## config.mk

```make
export PLATFORM = sky130hd
export DESIGN_NAME = spi_byte_rx
export DESIGN_NICKNAME = d
export VERILOG_FILES = /design/src/rtl/spi_byte_rx_pkg.sv /design/src/rtl/spi_byte_rx.sv
export SDC_FILE = /design/constraint.sdc
export NUM_CORES = 1
export LEC_CHECK = 0
export CAP_MARGIN = 20
export CORE_MARGIN = 2
export CORE_UTILIZATION = 50
export CTS_CLUSTER_DIAMETER = 100
export DETAILED_ROUTE_END_ITERATION = 10
export PLACE_DENSITY = 0.73
export SYNTH_ARGS = -nofsm -noshare
export SYNTH_HDL_FRONTEND = slang
export SYNTH_SLANG_ARGS = --single-unit
```

## constraint.sdc

```tcl
create_clock -name clk_in -period 2.8 [get_ports clk_in]
set_input_delay 0.28 -clock clk_in [delete_from_list [all_inputs] [get_ports clk_in]]
set_output_delay 0.28 -clock clk_in [all_outputs]
set_load 0.03 [all_outputs]
```

## src/rtl/spi_byte_rx_pkg.sv

```systemverilog
// Shared types and default sizes for the SPI slave byte assembler.
package spi_byte_rx_pkg;

    localparam int BYTE_WIDTH_DEF = 8;
    localparam int IDX_WIDTH_DEF  = 16;

    typedef enum logic [0:0] {
        ST_IDLE  = 1'b0,
        ST_SHIFT = 1'b1
    } state_e;

endpackage

```

## src/rtl/spi_byte_rx.sv

```systemverilog
// SPI slave byte assembler: shifts MOSI MSB-first on SCLK rising enables, strobes whole bytes with in-frame index.
// Strobes are registered (one cycle after the sampling clock); no backpressure, consumer must take every strobe.
module spi_byte_rx
    import spi_byte_rx_pkg::*;
#(
    parameter int BYTE_WIDTH = BYTE_WIDTH_DEF,
    parameter int IDX_WIDTH  = IDX_WIDTH_DEF
) (
    input  logic                  clk_in,
    input  logic                  rst_n_in,
    input  logic                  sclk_rising_in,
    input  logic                  cs_n_rising_in,
    input  logic                  cs_n_falling_in,
    input  logic                  mosi_in,
    output logic [BYTE_WIDTH-1:0] byte_data_out,
    output logic                  byte_valid_out,
    output logic [IDX_WIDTH-1:0]  byte_idx_out,
    output logic                  frame_done_out,
    output logic                  frame_err_out
);

    localparam int                   BCW      = $clog2(BYTE_WIDTH);
    localparam logic [BCW-1:0]       LAST_BIT = BCW'(BYTE_WIDTH - 1);
    localparam logic [IDX_WIDTH-1:0] IDX_MAX  = '1;

    state_e                state;
    logic [BCW-1:0]        bit_cnt;
    // Only the low BYTE_WIDTH-1 bits are ever needed: the final bit goes straight from mosi_in to the output.
    logic [BYTE_WIDTH-2:0] shift_reg;
    logic [IDX_WIDTH-1:0]  byte_cnt;

    always_ff @(posedge clk_in or negedge rst_n_in) begin
        if (!rst_n_in) begin
            state          <= ST_IDLE;
            bit_cnt        <= '0;
            shift_reg      <= '0;
            byte_cnt       <= '0;
            byte_data_out  <= '0;
            byte_idx_out   <= '0;
            byte_valid_out <= 1'b0;
            frame_done_out <= 1'b0;
            frame_err_out  <= 1'b0;
        end else begin
            byte_valid_out <= 1'b0;
            frame_done_out <= 1'b0;
            frame_err_out  <= 1'b0;
            case (state)
                ST_IDLE: begin
                    // Both CS enables together count as frame end, which is a no-op when idle.
                    if (cs_n_falling_in && !cs_n_rising_in) begin
                        state     <= ST_SHIFT;
                        bit_cnt   <= '0;
                        shift_reg <= '0;
                        byte_cnt  <= '0;
                    end
                end
                ST_SHIFT: begin
                    if (cs_n_rising_in) begin
                        state          <= ST_IDLE;
                        frame_done_out <= 1'b1;
                        frame_err_out  <= (bit_cnt != '0);
                        bit_cnt        <= '0;
                    end else if (cs_n_falling_in) begin
                        bit_cnt   <= '0;
                        shift_reg <= '0;
                        byte_cnt  <= '0;
                    end else if (sclk_rising_in) begin
                        shift_reg <= {shift_reg[BYTE_WIDTH-3:0], mosi_in};
                        if (bit_cnt == LAST_BIT) begin
                            byte_data_out  <= {shift_reg, mosi_in};
                            byte_idx_out   <= byte_cnt;
                            byte_valid_out <= 1'b1;
                            bit_cnt        <= '0;
                            if (byte_cnt != IDX_MAX) begin
                                byte_cnt <= byte_cnt + IDX_WIDTH'(1);
                            end
                        end else begin
                            bit_cnt <= bit_cnt + BCW'(1);
                        end
                    end
                end
                default: begin
                    state <= ST_IDLE;
                end
            endcase
        end
    end

endmodule

```

==> run_results.csv <==
group,metric,value,unit
worst_setup_path,path_class,"flip-flop to flip-flop",
floorplan,io_pins,33,
layout,drive_above_1_share,0.189,
place,dpl.hpwl,3040,µm
detailed_routing,drt-total-wl,4480,µm
timing,fin_crit,2.19,ns
layout,fin_cells,326,
yosys,syn_nets,234,
detailed_routing,detail-route-antenna-nets,0,
power,ir_drop,0.000235,V
yosys,yosys-top-cells-count,"dfrtp_1, mux2_2, o21ai_0",
timing,tns,0,ns
layout,num_antenna_cells,0,
global_routing,antenna_found_initial,0,
floorplan,core,4790,µm²
layout,reg.largest.list,"byte_cnt x16, byte_idx_out x16, byte_data_out x8",
floorplan,die_w,74.7,µm
place,gp_congestion,0.829,
detailed_routing,viasPerCell,5.46,
worst_setup_path,cp_max_fo,15,
timing,worst_pin_slew,0.859,ns
timing,maxSlewHeadroom,0.420,
yosys,yosys_warnings,0,
clocking,cts-root-buf,"clkbuf_8",
yosys,synth_most_common_cell,"dfrtp_1",
yosys,yosysTopAreaCell,"dfrtp_1",
timing,rsz0062_at_grt,"no",
clocking,ctsHoldBuffers,0,
floorplan,rows,25,
timing,setup_viol,0,
worst_setup_path,cp-start-kind,"flip-flop",
power,p_leak,1.37,nW
power,power.density_cell_area,458,nW/µm²
clocking,cts_made_buffers,5,
detailed_routing,post_drt_wl_per_cell,13.8,µm
layout,syn2layout_area_growth,19.2,%
yosys,ys_async_sr_fraction,1.00,
timing,post-route-period-util,0.782,
timing,max_freq,457,MHz
clocking,clock_latency,0.30,ns
floorplan,die_area,5580,µm²
yosys,ys.flop_type,"dfrtp_1",
run,maxCapViolCount,0,
yosys,synth-seq-cells,54,
detailed_routing,dr.pass1.iters,4,
global_routing,grt_pass1_vias,1619,
global_routing,overflow,0,
timing,fin_skew,0.0127,ns
yosys,syn_inst,224,
global_routing,grt_usage,0.180,
yosys,synth-edff-count,0,
timing,hold_viol_final,0,
floorplan,start_util,0.523,
outcome,status,"complete, no violations",
yosys,syn_area,2500,µm²
clocking,cts_setup_buffers,0,
global_routing,grt_max_degree,55,
clocking,htree_levels,2,
floorplan,die_y,74.7,µm
detailed_routing,drc,0,
clocking,ctsResizeCount,0,
clocking,clockBufferDepth,2,
global_routing,grt_pass1_wl,7670,µm
min_path,hold_class,"input port to asynchronous set/reset pin",
place,dp.cells,318,
worst_setup_path,crit_path_end_kind,"flip-flop",
timing,finalMaxSlewViolations,0,
worst_setup_path,arrival,2.40,ns
clocking,path_clk_slew,0.09,ns
yosys,netlist_top_cells_area,"dfrtp_1, mux2_2, o21ai_0",
clocking,cts_tree,"built",
worst_setup_path,cp.required,3.01,ns
detailed_routing,vias,1780,
clocking,clock_sinks,54,
yosys,syn_avg_cell_area,11.2,µm²
detailed_routing,drtIter0Drc,150,
yosys,synth_top_area_share,0.540,
yosys,ys_seq_area_frac,0.540,
yosys,synth_cell_types,43,
layout,num-nets-final,268,
place,portBuffers,32,
[worst max-delay path, stage by stage, from the launching register on]
cell and delay (ns):
dfrtp_1 0.47, ha_1 0.25, nand3_2 0.13, or4_4 0.59
a31oi_4 0.41, o21ai_0 0.16, o21ai_0 0.10
[power by group]
part           internal [mW]  switching, mW  leakage (nW)  total [mW]
logic                 0.0216         0.0462         0.567      0.0678
registers              0.784        0.00579         0.752       0.790
clock network          0.267          0.241        0.0514       0.508
total                   1.07          0.293          1.37        1.37
[layout by cell type (no fill, tap or decap), types with 2 or more instances in the layout]
| cell type | count |
|---|---|
| a21oi_1 | 6 |
| a31oi_1 | 6 |
| buf_4 | 6 |
| clkbuf_8 | 5 |
| clkdlybuf4s50_1 | 31 |
| dfrtp_1 | 54 |
| ha_1 | 4 |
| inv_1 | 7 |
| mux2_2 | 24 |
| nand2_1 | 21 |
| nand2b_1 | 4 |
| nand3_1 | 11 |
| nand4_1 | 7 |
| nor2_1 | 11 |
| nor2b_1 | 2 |
| nor4_1 | 2 |
| o21ai_0 | 24 |
| o21ai_1 | 3 |
| o31ai_1 | 3 |
| o41ai_1 | 3 |
[layer usage]
metal	track usage	vias to the layer above	part of all wire
met3	0.0402	5	0.041
met5	0	-	0
li1	-	885	-
met2	0.270	38	0.45
met4	0.0476	0	0.012
met1	0.265	852	0.49
[area by class of cell]
type                       count  area, µm²
clock buffer                   6       72.6
clock inverter                 2       37.5
fill                         390       1800
inverter                       7       26.3
multi-input combinational    152       1050
sequential                    54       1350
tap                           67       83.8
timing repair buffer          38        360
[worst paths after layout]
path	slack [ns]	cells after the start	to	start
setup / recovery	0.61	6	byte_cnt[13]$_DFFE_PN0P_	byte_cnt[0]$_DFFE_PN0P_
hold / removal	0.08	2	byte_idx_out[10]$_DFFE_PN0P_	rst_n_in
setup reg to reg	0.61	6	byte_cnt[13]$_DFFE_PN0P_	byte_cnt[0]$_DFFE_PN0P_
hold reg to reg	0.51	1	byte_idx_out[5]$_DFFE_PN0P_	byte_idx_out[5]$_DFFE_PN0P_
max in group asynchronous	2.27	2	byte_cnt[3]$_DFFE_PN0P_	rst_n_in
min in group clk_in	0.51	1	byte_idx_out[5]$_DFFE_PN0P_	byte_idx_out[5]$_DFFE_PN0P_
[kinds of logic after synthesis]
group	synth area share
flops	0.540
simple gates	0.161
mux	0.112
compound gates	0.125
fa+ha+maj	0.0200
buf+inv	0.0425
[stage by stage]
stage | total power, mW | utilization | area [µm²] | hold WS, ns | worst slack [ns]
2_1_floorplan | 0.843 | - | 2500 | -0.0156 | 0.829
3_3_place_gp | 0.873 | 0.600 | 2870 | 0.443 | 0.516
3_5_place_dp | 0.875 | 0.600 | 2870 | 0.446 | 0.468
4_1_cts | 1.39 | 0.623 | 2980 | 0.114 | 0.611
5_1_grt | 1.43 | 0.623 | 2980 | 0.146 | 0.411
6_report | 1.37 | 0.623 | 2980 | 0.0815 | 0.611
No activity file was read; power rests on OpenSTA's default activity.
